[config.mk]
export PLATFORM = sky130hd
export DESIGN_NAME = eval_arbiter_flat
export DESIGN_NICKNAME = d
export VERILOG_FILES = /design/src/rtl/bali_arb_pkg.sv /design/src/rtl/eval_arbiter_if.sv /design/src/rtl/eval_arbiter_rr_picker.sv /design/src/rtl/eval_arbiter.sv /design/src/flat_wrapper.sv
export SDC_FILE = /design/constraint.sdc
export NUM_CORES = 1
export LEC_CHECK = 0
export ABC_CLOCK_PERIOD_IN_PS = 12600
export CORE_UTILIZATION = 50
export DETAILED_ROUTE_END_ITERATION = 6
export GPL_ROUTABILITY_DRIVEN = 0
export GPL_TIMING_DRIVEN = 0
export HOLD_SLACK_MARGIN = 0.08
export PLACE_DENSITY = 0.81
export SETUP_SLACK_MARGIN = 0.3
export SLEW_MARGIN = 10
export SYNTH_ARGS = -nofsm -noshare
export SYNTH_HDL_FRONTEND = slang
export SYNTH_SLANG_ARGS = --single-unit
[constraint.sdc]
create_clock -name clk -period 12.6 [get_ports clk]
set_input_delay 2.52 -clock clk [delete_from_list [all_inputs] [get_ports clk]]
set_output_delay 2.52 -clock clk [all_outputs]
set_load 0.005 [all_outputs]
[src/rtl/bali_arb_pkg.sv]
// Shared definitions for the evaluation-stack arbiter: FSM state type and
// default sizing constants.
package bali_arb_pkg;

  localparam int ARB_NREQ   = 2;
  localparam int ARB_DATA_W = 32;

  typedef enum logic [1:0] {
    ARB_IDLE = 2'd0,
    ARB_WAIT = 2'd1
  } arb_state_t;

endpackage

[src/rtl/eval_arbiter_if.sv]
// Evaluation-stack port: the arbiter is the master that starts ops, the stack
// is the slave that reports completion and pop data.
interface eval_arbiter_if
  import bali_arb_pkg::*;
#(
  parameter int DATA_W = ARB_DATA_W
);

  logic              evaltrigger;
  logic              evalpush;
  logic [DATA_W-1:0] evalwrite;
  logic [DATA_W-1:0] evalread;
  logic              evaldone;

  modport master (
    output evaltrigger,
    output evalpush,
    output evalwrite,
    input  evalread,
    input  evaldone
  );

  modport slave (
    input  evaltrigger,
    input  evalpush,
    input  evalwrite,
    output evalread,
    output evaldone
  );

endinterface

[src/rtl/eval_arbiter_rr_picker.sv]
// Combinational one-hot picker. Default build: round robin starting just after
// ptr and wrapping. With EVAL_ARB_FIXED_PRIO_EN defined: lowest index wins and
// ptr is ignored.
module rr_picker
  import bali_arb_pkg::*;
#(
  parameter int NREQ  = ARB_NREQ,
  parameter int IDX_W = $clog2(NREQ)
) (
  input  logic [NREQ-1:0]  cand,
  input  logic [IDX_W-1:0] ptr,
  output logic [NREQ-1:0]  gnt_oh,
  output logic [IDX_W-1:0] gnt_idx,
  output logic             gnt_vld
);

  int sel_s;

  // Scan candidates from lowest to highest priority so the last hit wins.
  always_comb begin
    sel_s   = 0;
    gnt_vld = 1'b0;
`ifdef EVAL_ARB_FIXED_PRIO_EN
    for (int k = NREQ - 1; k >= 0; k--) begin
      if (cand[k]) begin
        sel_s   = k;
        gnt_vld = 1'b1;
      end else begin
        sel_s   = sel_s;
        gnt_vld = gnt_vld;
      end
    end
`else
    // k = NREQ is ptr itself (lowest priority); k = 1 is ptr+1 (highest).
    for (int k = NREQ; k >= 1; k--) begin
      if (cand[(int'(ptr) + k) % NREQ]) begin
        sel_s   = (int'(ptr) + k) % NREQ;
        gnt_vld = 1'b1;
      end else begin
        sel_s   = sel_s;
        gnt_vld = gnt_vld;
      end
    end
`endif
    gnt_idx = IDX_W'(sel_s);
    gnt_oh  = {NREQ{1'b0}};
    if (gnt_vld) begin
      gnt_oh[sel_s] = 1'b1;
    end else begin
      gnt_oh = {NREQ{1'b0}};
    end
  end

endmodule

[src/rtl/eval_arbiter.sv]
// Serialises stack ops from NREQ requesters onto the single evaluation-stack
// port. Each requester has a capture slot; a two-state FSM issues one op at a
// time and returns completion as a per-requester done pulse. An owner may hold
// the stack between ops with req_lock. Define EVAL_ARB_FIXED_PRIO_EN for fixed
// priority (lowest index wins) instead of round robin.
module eval_arbiter
  import bali_arb_pkg::*;
#(
  parameter int NREQ   = ARB_NREQ,
  parameter int DATA_W = ARB_DATA_W
) (
  input  logic                   clk,
  input  logic                   rst,
  input  logic [NREQ-1:0]        req_trigger,
  input  logic [NREQ-1:0]        req_push,
  input  logic [NREQ*DATA_W-1:0] req_write,
  input  logic [NREQ-1:0]        req_lock,
  output logic [NREQ-1:0]        req_done,
  output logic [DATA_W-1:0]      req_read,
  output logic                   proto_err,
  eval_arbiter_if.master         stk
);

  localparam int IDX_W = $clog2(NREQ);

  arb_state_t        state_r;
  logic [NREQ-1:0]   pending_r;
  logic [NREQ-1:0]   slot_push_r;
  logic [DATA_W-1:0] slot_write_r [NREQ];
  logic [IDX_W-1:0]  grant_r;
  logic [IDX_W-1:0]  owner_r;
  logic              locked_r;
  logic [IDX_W-1:0]  rr_ptr_r;
  logic [NREQ-1:0]   req_done_r;
  logic [DATA_W-1:0] req_read_r;
  logic              proto_err_r;
  logic              evaltrigger_r;
  logic              evalpush_r;
  logic [DATA_W-1:0] evalwrite_r;

  logic              done_now_s;
  logic [NREQ-1:0]   trig_ok_s;
  logic [NREQ-1:0]   trig_err_s;
  logic [NREQ-1:0]   cand_s;
  logic [NREQ-1:0]   owner_oh_s;
  logic              lock_hold_s;
  logic [NREQ-1:0]   elig_s;
  logic [NREQ-1:0]   pick_oh_s;
  logic [IDX_W-1:0]  pick_idx_s;
  logic              pick_vld_s;
  logic              pick_push_s;
  logic [DATA_W-1:0] pick_write_s;

  // Classify triggers: a requester whose op is completing this cycle may
  // queue a fresh op; any other trigger while pending is a protocol error.
  always_comb begin
    done_now_s = (state_r == ARB_WAIT) && stk.evaldone;
    trig_ok_s  = {NREQ{1'b0}};
    trig_err_s = {NREQ{1'b0}};
    for (int i = 0; i < NREQ; i++) begin
      if (req_trigger[i]) begin
        if (pending_r[i] && !(done_now_s && (grant_r == IDX_W'(i)))) begin
          trig_err_s[i] = 1'b1;
        end else begin
          trig_ok_s[i] = 1'b1;
        end
      end else begin
        trig_ok_s[i]  = 1'b0;
        trig_err_s[i] = 1'b0;
      end
    end
  end

  // Eligibility: same-cycle triggers count; a held lock masks out everyone
  // but the owner (possibly leaving the stack idle).
  always_comb begin
    cand_s      = pending_r | trig_ok_s;
    owner_oh_s  = {NREQ{1'b0}};
    owner_oh_s[owner_r] = 1'b1;
    lock_hold_s = locked_r & req_lock[owner_r];
    if (lock_hold_s) begin
      elig_s = cand_s & owner_oh_s;
    end else begin
      elig_s = cand_s;
    end
  end

  rr_picker #(
    .NREQ  (NREQ),
    .IDX_W (IDX_W)
  ) u_picker (
    .cand    (elig_s),
    .ptr     (rr_ptr_r),
    .gnt_oh  (pick_oh_s),
    .gnt_idx (pick_idx_s),
    .gnt_vld (pick_vld_s)
  );

  // Operand for the picked requester: live inputs if it triggered this cycle.
  always_comb begin
    if (|(trig_ok_s & pick_oh_s)) begin
      pick_push_s  = req_push[pick_idx_s];
      pick_write_s = req_write[int'(pick_idx_s) * DATA_W +: DATA_W];
    end else begin
      pick_push_s  = slot_push_r[pick_idx_s];
      pick_write_s = slot_write_r[pick_idx_s];
    end
  end

  // Arbiter FSM, capture slots and all registered outputs.
  always_ff @(posedge clk or posedge rst) begin
    if (rst) begin
      state_r       <= ARB_IDLE;
      pending_r     <= {NREQ{1'b0}};
      slot_push_r   <= {NREQ{1'b0}};
      for (int i = 0; i < NREQ; i++) begin
        slot_write_r[i] <= {DATA_W{1'b0}};
      end
      grant_r       <= {IDX_W{1'b0}};
      owner_r       <= {IDX_W{1'b0}};
      locked_r      <= 1'b0;
      rr_ptr_r      <= IDX_W'(NREQ - 1);
      req_done_r    <= {NREQ{1'b0}};
      req_read_r    <= {DATA_W{1'b0}};
      proto_err_r   <= 1'b0;
      evaltrigger_r <= 1'b0;
      evalpush_r    <= 1'b0;
      evalwrite_r   <= {DATA_W{1'b0}};
    end else begin
      req_done_r  <= {NREQ{1'b0}};
      proto_err_r <= |trig_err_s;
      case (state_r)
        ARB_IDLE: begin
          locked_r <= lock_hold_s;
          if (pick_vld_s) begin
            grant_r       <= pick_idx_s;
            rr_ptr_r      <= pick_idx_s;
            evaltrigger_r <= 1'b1;
            evalpush_r    <= pick_push_s;
            evalwrite_r   <= pick_write_s;
            state_r       <= ARB_WAIT;
          end else begin
            evaltrigger_r <= 1'b0;
          end
        end
        ARB_WAIT: begin
          evaltrigger_r <= 1'b0;
          if (stk.evaldone) begin
            if (!evalpush_r) begin
              req_read_r <= stk.evalread;
            end
            req_done_r[grant_r] <= 1'b1;
            pending_r[grant_r]  <= 1'b0;
            owner_r             <= grant_r;
            locked_r            <= req_lock[grant_r];
            state_r             <= ARB_IDLE;
          end
        end
        default: begin
          state_r       <= ARB_IDLE;
          evaltrigger_r <= 1'b0;
        end
      endcase
      // Capture last so a fresh op from the completing requester survives.
      for (int i = 0; i < NREQ; i++) begin
        if (trig_ok_s[i]) begin
          pending_r[i]    <= 1'b1;
          slot_push_r[i]  <= req_push[i];
          slot_write_r[i] <= req_write[i*DATA_W +: DATA_W];
        end
      end
    end
  end

  assign req_done        = req_done_r;
  assign req_read        = req_read_r;
  assign proto_err       = proto_err_r;
  assign stk.evaltrigger = evaltrigger_r;
  assign stk.evalpush    = evalpush_r;
  assign stk.evalwrite   = evalwrite_r;

endmodule

[src/flat_wrapper.sv]
// flat-port wrapper written by rule: the top's interface ports become plain ports
module eval_arbiter_flat import bali_arb_pkg::*;
#(
  parameter int NREQ   = ARB_NREQ,
  parameter int DATA_W = ARB_DATA_W
)
  (clk, rst, req_trigger, req_push, req_write, req_lock, req_done, req_read, proto_err, stk_evaltrigger, stk_evalpush, stk_evalwrite, stk_evalread, stk_evaldone);
  eval_arbiter_if #(.DATA_W(DATA_W)) stk_i ();
  input  logic clk;
  input  logic rst;
  input  logic [NREQ-1:0] req_trigger;
  input  logic [NREQ-1:0] req_push;
  input  logic [NREQ*DATA_W-1:0] req_write;
  input  logic [NREQ-1:0] req_lock;
  output logic [NREQ-1:0] req_done;
  output logic [DATA_W-1:0] req_read;
  output logic proto_err;
  output wire logic [$bits(stk_i.evaltrigger)-1:0] stk_evaltrigger;
  output wire logic [$bits(stk_i.evalpush)-1:0] stk_evalpush;
  output wire logic [$bits(stk_i.evalwrite)-1:0] stk_evalwrite;
  input wire logic [$bits(stk_i.evalread)-1:0] stk_evalread;
  input wire logic [$bits(stk_i.evaldone)-1:0] stk_evaldone;
  assign stk_evaltrigger = stk_i.evaltrigger;
  assign stk_evalpush = stk_i.evalpush;
  assign stk_evalwrite = stk_i.evalwrite;
  assign stk_i.evalread = stk_evalread;
  assign stk_i.evaldone = stk_evaldone;
  eval_arbiter #(.NREQ(NREQ), .DATA_W(DATA_W)) u_core (.clk(clk), .rst(rst), .req_trigger(req_trigger), .req_push(req_push), .req_write(req_write), .req_lock(req_lock), .req_done(req_done), .req_read(req_read), .proto_err(proto_err), .stk(stk_i));
endmodule
; ---- Word level (Yosys, flattened, before mapping)
; Cells that the tools add are included.
[totals]
reg_bits = 143
latch_bits = 0
ramBits = 0
mem_bits_ro = 0
in_bits = 105
n_memories = 0
[op_classes]
addsub = 2
multipliers = 0
div = 0
order_cmp = 10
eq_ne = 3
shift = 1
mux = 52
bitwise_logic = 11
reduce_logical = 25
[ops]
columns = cell, n
row1 = 2-to-1 mux 32 bit, 6
row2 = variable part select 64 x 7 -> 32 bit, 1
row3 = 2-to-1 mux 1 bit, 33
row4 = "greater-or-equal comparator 32 x 1 -> 1 bit, second input constant", 1
row5 = "less-than comparator 32 x 3 -> 1 bit, second input constant", 1
row6 = 2-to-1 mux 2 bit, 8
row7 = AND reduction 2 bit, 6
row8 = nonzero test 2 bit, 5
row9 = logical AND 1 bit, 8
row10 = AND 2 bit, 3
row11 = "less-than comparator 1 x 2 -> 1 bit, second input constant", 3
row12 = "less-than comparator 2 x 3 -> 1 bit, second input constant", 2
row13 = case mux 2 bit (2 select lines), 1
row14 = OR reduction 2 bit, 2
row15 = demux 1 bit (select 1 bit), 3
row16 = AND reduction 3 bit, 1
row17 = "adder 1 bit, second input constant", 2
row18 = "AND 1 bit, first input constant", 2
row19 = "equality test 2 x 1 -> 1 bit, second input constant", 1
row20 = "greater-or-equal comparator 1 bit, second input constant", 2
row21 = "greater-or-equal comparator 2 bit, second input constant", 1
row22 = logical NOT 1 bit, 2
row23 = logical NOT 2 bit, 1
row24 = "!= test 2 x 1 -> 1 bit, second input constant", 1
row25 = 7 further kinds, 8

; ---- Logic depth before layout (Yosys ltp)
[depth]
depth_word = 23
mapped_depth = 7

; ---- Cells and area by module
; Synthesis repeated with hierarchy kept, for this count alone.
[unflattened]
cells_unflattened = 526
area_unflattened_um2 = 6739.0
[modules_own_cells]
columns = module, instances, cells_per_inst, area_each_um2, seq_area_each_um2
row1 = eval_arbiter, 1, 521, 6706.4, 3554.7
row2 = rr_picker, 1, 5, 32.5, 0.0

; ---- Worst setup path before layout
; No wires, ideal clock.
[synth_timing]
path_kind = input to register
from = input port req_lock[1]
to = register u_core.evalwrite_r[12], in the netlist u_core.stk.evalwrite[12]
setup_time_ns = 0.110
arrival_ns = 3.884
t_required_ns = 12.490
path_slack_ns = 8.606
path_stages = 7
n_path_buf = 2
cell_sequence = and3_1 -> buf_6 -> o221ai_4 -> mux2i_4 -> buf_4 -> a211oi_1 -> o41ai_1
[synth_via]
elab_chain_len = 17
word_cells_on_any_way = 29
cone_classes = order compare: 2 / shift: 1 / mux: 20 / bitwise: 3 / reduce/logical: 3
[synth_lines]
columns = item, line
row1 = from (decl), flat_wrapper.sv:14  ; input logic [NREQ-1:0] req_lock;
row2 = 2-to-1 mux 1 bit (implied by the code) (*) (2 in a row), eval_arbiter.sv:80  ; lock_hold_s = locked_r & req_lock[owner_r];
row3 = AND 1 bit (*), eval_arbiter.sv:80
row4 = 2-to-1 mux 2 bit (*), eval_arbiter.sv:81  ; if (lock_hold_s) begin
row5 = 2-to-1 mux 1 bit (implied by the code) (3 in a row), eval_arbiter_rr_picker.sv:36  ; if (cand[(int'(ptr) + k) % NREQ]) begin
row6 = 2-to-1 mux 32 bit (2 in a row), eval_arbiter_rr_picker.sv:36
row7 = greater-or-equal comparator 32 x 1 -> 1 bit (implied by the code) or less-than comparator 32 x 3 -> 1 bit (tied branches), eval_arbiter_rr_picker.sv:48  ; gnt_oh[sel_s] = 1'b1;
row8 = logical AND 1 bit (implied by the code), eval_arbiter_rr_picker.sv:48
row9 = 2-to-1 mux 1 bit (implied by the code), eval_arbiter_rr_picker.sv:48
row10 = demux 1 bit (select 1 bit), eval_arbiter_rr_picker.sv:48
row11 = 2-to-1 mux 2 bit, eval_arbiter_rr_picker.sv:47  ; if (gnt_vld) begin
row12 = AND 2 bit, eval_arbiter.sv:101  ; if (|(trig_ok_s & pick_oh_s)) begin
row13 = OR reduction 2 bit, eval_arbiter.sv:101
row14 = 2-to-1 mux 32 bit, eval_arbiter.sv:101
row15 = to (signal assigned), eval_arbiter.sv:128  ; evalwrite_r <= {DATA_W{1'b0}};
row16 = to (signal assigned), eval_arbiter.sv:140  ; evalwrite_r <= pick_write_s;
row17 = to (decl), eval_arbiter.sv:39  ; logic [DATA_W-1:0] evalwrite_r;
; Mark *: on every way between the ends. The rest lies on a longest branch, timed or not. The select of a mux whose other input is x is not followed.
; A chain may end at the register's enable or synchronous reset.

; ---- Final worst setup path
[layout_timing]
from = input port stk_evaldone
to = register u_core.evalwrite_r[15], in the netlist u_core.stk.evalwrite[15]
[layout_via]
elab_chain_len = 22
word_cells_on_any_way = 39
cone_classes = order compare: 2 / shift: 1 / mux: 22 / bitwise: 4 / reduce/logical: 10
[layout_lines]
columns = item, line
row1 = from (decl), flat_wrapper.sv:22  ; input wire logic [$bits(stk_i.evaldone)-1:0] stk_evaldone;
row2 = logical AND 1 bit (*), eval_arbiter.sv:57  ; done_now_s = (state_r == ARB_WAIT) && stk.evaldone;
row3 = logical AND 1 bit, eval_arbiter.sv:62  ; if (pending_r[i] && !(done_now_s && (grant_r == IDX_W'(i)))) begin
row4 = logical NOT 1 bit, eval_arbiter.sv:62
row5 = logical AND 1 bit, eval_arbiter.sv:62
row6 = 2-to-1 mux 1 bit, eval_arbiter.sv:62
row7 = 2-to-1 mux 1 bit, eval_arbiter.sv:61  ; if (req_trigger[i]) begin
row8 = bitwise OR 2 bit, eval_arbiter.sv:77  ; cand_s = pending_r | trig_ok_s;
row9 = AND 2 bit, eval_arbiter.sv:82  ; elig_s = cand_s & owner_oh_s;
row10 = [... 6 more ...], n/a
row11 = greater-or-equal comparator 32 x 1 -> 1 bit (implied by the code) or less-than comparator 32 x 3 -> 1 bit (tied branches), eval_arbiter_rr_picker.sv:48
row12 = logical AND 1 bit (implied by the code), eval_arbiter_rr_picker.sv:48
row13 = 2-to-1 mux 1 bit (implied by the code), eval_arbiter_rr_picker.sv:48
row14 = demux 1 bit (select 1 bit), eval_arbiter_rr_picker.sv:48
row15 = 2-to-1 mux 2 bit, eval_arbiter_rr_picker.sv:47
row16 = AND 2 bit, eval_arbiter.sv:101
row17 = OR reduction 2 bit, eval_arbiter.sv:101
row18 = 2-to-1 mux 32 bit, eval_arbiter.sv:101
; Marked as above.

==> run_results.csv <==
group,metric,value,unit
power,p_leak,0.00390,uW
drt,route.vias.total,5639,
global_route,grt_max_degree,94,
hold_path,holdPathStages,2,
floorplan,start_util,0.513,
critical_path,critPathSlowestCell,"a21oi_1",
yosys,synth_top_area_cell,"dfrtp_1",
critical_path,path_buf_inv,3,
drt,wire_per_inst,18.9,um
placement,port_buffers,173,
critical_path,worstSetupEndpointType,"flip-flop",
layout,nFillCells,917,
timing,slew_headroom,0.474,
yosys,synth_nets,720,
critical_path,path_class,"in2reg",
critical_path,reg2regPathDepth,7,
yosys,syn_avg_cell_area,10.6,um2
timing,hold_slack,0.472,ns
yosys,synth_area_leaders,"dfrtp_1 54%, nand2_1 10%, mux2_2 5.9%",
placement,post-dp-hpwl,13200,um
yosys,synth_warnings,0,
layout,area_growth,38.5,%
cts,postCtsHoldBufs,0,
cts,numCtsBuffers,17,
layout,nNetsFinal,913,
timing,fin_ws,7.87,ns
yosys,yosys_register_bits,142,
cts,cts_root_buffer,"clkbuf_16",
drt,drtIter0Drc,481,
drt,drc,0,
cts,clock_latency,0.42,ns
hold_path,min_path_type,"reg2reg",
critical_path,startpoint_type,"primary input",
timing,final_hold_viol_count,0,
yosys,syn-cell-area,0.00650,mm2
floorplan,core.rowCount,41,
outcome,outcome,"finished clean",
timing,tns,0,ns
cts,cts.sinks,142,
critical_path,crit_fanout,10,
cts,post_cts_resized,0,
critical_path,cp.depth,8,
floorplan,die_x,116,um
cts,htreeDepth,4,
floorplan,ios,174,
timing,setup_viol,0,
drt,routed_wl,18700,um
drt,via_per_inst,5.68,
placement,pre_cts_ws,7.51,ns
flow_run,drv_cap,0,
power,cellPowerDensity,256,mW/mm2
layout,n_antenna_cell,0,
critical_path,critical_path_required,12.87,ns
cts,cts_buffer_depth,2,
drt,ant_nets,0,
critical_path,slowest_delay,0.62,ns
floorplan,die_area,0.0135,mm2
power,finalPower,2300,uW
drt,first_pass_iters,5,
cts,clk_pin_slew_worst_paths,0.05,ns
timing,max_freq,212,MHz
floorplan,core,0.0127,mm2
yosys,ys_seq_area_frac,0.547,
layout,fin_util,0.711,
layout,drive_gt1_frac,0.127,
global_route,gr-total-overflow,0,
timing,slew_violations,0,
yosys,synth_top_area_frac,0.543,
critical_path,crit_family,"buffers and inverters",
global_route,grt_pass1_wl,29500,um
critical_path,crit_chain,"clkdlybuf4s50_1 > nand3b_1 > a21oi_1 > nand2b_1 > clkbuf_1 > buf_2 > nor3_1 > o41ai_2",
global_route,track_usage,0.294,
cts,cts_setup_buffers,0,
power,peakVddDrop,0.000128,V
global_route,grt_antenna_before_repair,0,
timing,rsz0062_at_grt,"false",
yosys,synth_cells,615,
timing,tightestPinTransition,0.790,ns
critical_path,cp.arrival,5.00,ns
timing,period_share,0.375,
cts,tritoncts,"yes",
global_route,grt_pass1_vias,5849,
timing,clock_skew,0.00918,ns
timing,layout_min_cycle_time,4.73,ns
yosys,ys_types,34,
floorplan,die_h,116,um
[cell families after synthesis]
family                 count (synthesis)  share of synthesized area
buffers and inverters                 51                     0.0358
flip-flops                           142                      0.547
AO/OA/AOI/OAI                         63                      0.103
multiplexers                          67                      0.118
AND/OR/NAND/NOR                      292                      0.198
[cell usage after synthesis]
cell type  count
a21boi_1       1
mux2_1        31
or2_2          1
nand2_1      181
nor2b_1        1
and2_1        15
o221a_2        1
o21ai_1        2
o41ai_1       14
a21oi_1        3
buf_4          1
dfstp_2        1
a211oi_1      14
o21a_1         1
o41ai_2       19
nand2b_1       2
inv_1          6
dfrtp_1      141
o211ai_1       1
o21ai_0        5
mux2i_1        1
buf_1          3
buf_6          3
nor3_1        66
nor2_1         3
a211oi_4       1
and3_1        20
o221ai_4       1
buf_2         12
nand3b_1       2
nand3_1        1
mux2_2        34
clkbuf_1      26
mux2i_4        1
[sequential cells by signal, summed over array words and instances, names as in the netlist]
register / flops
u_core.slot_write_r: 64
u_core.req_read: 32
u_core.stk.evalwrite: 32
u_core.pending_r: 2
u_core.req_done: 2
u_core.slot_push_r: 2
u_core.grant_r: 1
u_core.locked_r: 1
u_core.owner_r: 1
u_core.proto_err: 1
u_core.rr_ptr_r: 1
u_core.state_r: 1
u_core.stk.evalpush: 1
u_core.stk.evaltrigger: 1
[layout by cell type, fill, tap and decap left out, types with 5 or more instances in the layout]
master           Yosys  routed
and2_1              15      15
nand2_1            181     181
buf_2               12      12
clkinv_2             0       6
dfrtp_1            141     141
clkbuf_16            0      17
a211oi_1            14      14
o41ai_1             14      14
and3_1              20      20
mux2_2              34      34
clkbuf_1            26      31
mux2_1              31      31
clkdlybuf4s50_1      0     173
o21ai_0              5       5
o41ai_2             19      19
inv_1                6       5
nor3_1              66      66
[routing by layer]
layer,vias to the layer above,global-route usage,wire (um)
met5,-,0,0
li1,2526,-,-
met2,335,0.479,9220
met1,2728,0.361,7200
met4,0,0.138,488
met3,50,0.0853,1820
[through the flow]
stage,instance area (um2),instances
floorplan,6500,615
global placement,8450,960
detailed placement,8480,961
CTS,9010,993
global route,9010,993
finish,9010,993
[tightest hold or removal path: stages, from the launching register on]
cell	delay, ns
dfrtp_1	0.33
nand2_1	0.06
o41ai_2	0.05
[report_power, final]
group / leakage, uW / total [uW] / internal, uW / switching, uW
Clock: 0.000261 / 447 / 265 / 182
Combinational: 0.00193 / 1040 / 524 / 519
Sequential: 0.00171 / 813 / 684 / 129
Total: 0.00390 / 2300 / 1470 / 831
[worst paths after layout]
path / from / to / slack (ns)
setup / recovery: stk_evaldone / u_core.stk.evalwrite[15] / 7.87
max in group asynchronous: rst / u_core.stk.evalwrite[24] / 9.26
hold reg to reg: u_core.stk.evalwrite[10] / u_core.stk.evalwrite[10] / 0.47
hold / removal: u_core.stk.evalwrite[10] / u_core.stk.evalwrite[10] / 0.47
setup reg to reg: u_core.grant_r / u_core.stk.evalwrite[15] / 10.05
min in group asynchronous: rst / u_core.slot_write_r[15] / 2.53
[layout make-up]
cell class / count / area [um2] / share of cell area
multi-input combinational: 422 / 2720 / 0.302
buffer: 45 / 210 / 0.0233
clock buffer: 25 / 485 / 0.0539
inverter: 6 / 27.5 / 0.00306
tap: 172 / 215 / 0.0239
sequential: 142 / 3550 / 0.395
timing repair buffer: 174 / 1760 / 0.195
clock inverter: 7 / 37.5 / 0.00417
Power figures use the tool's default switching activity.
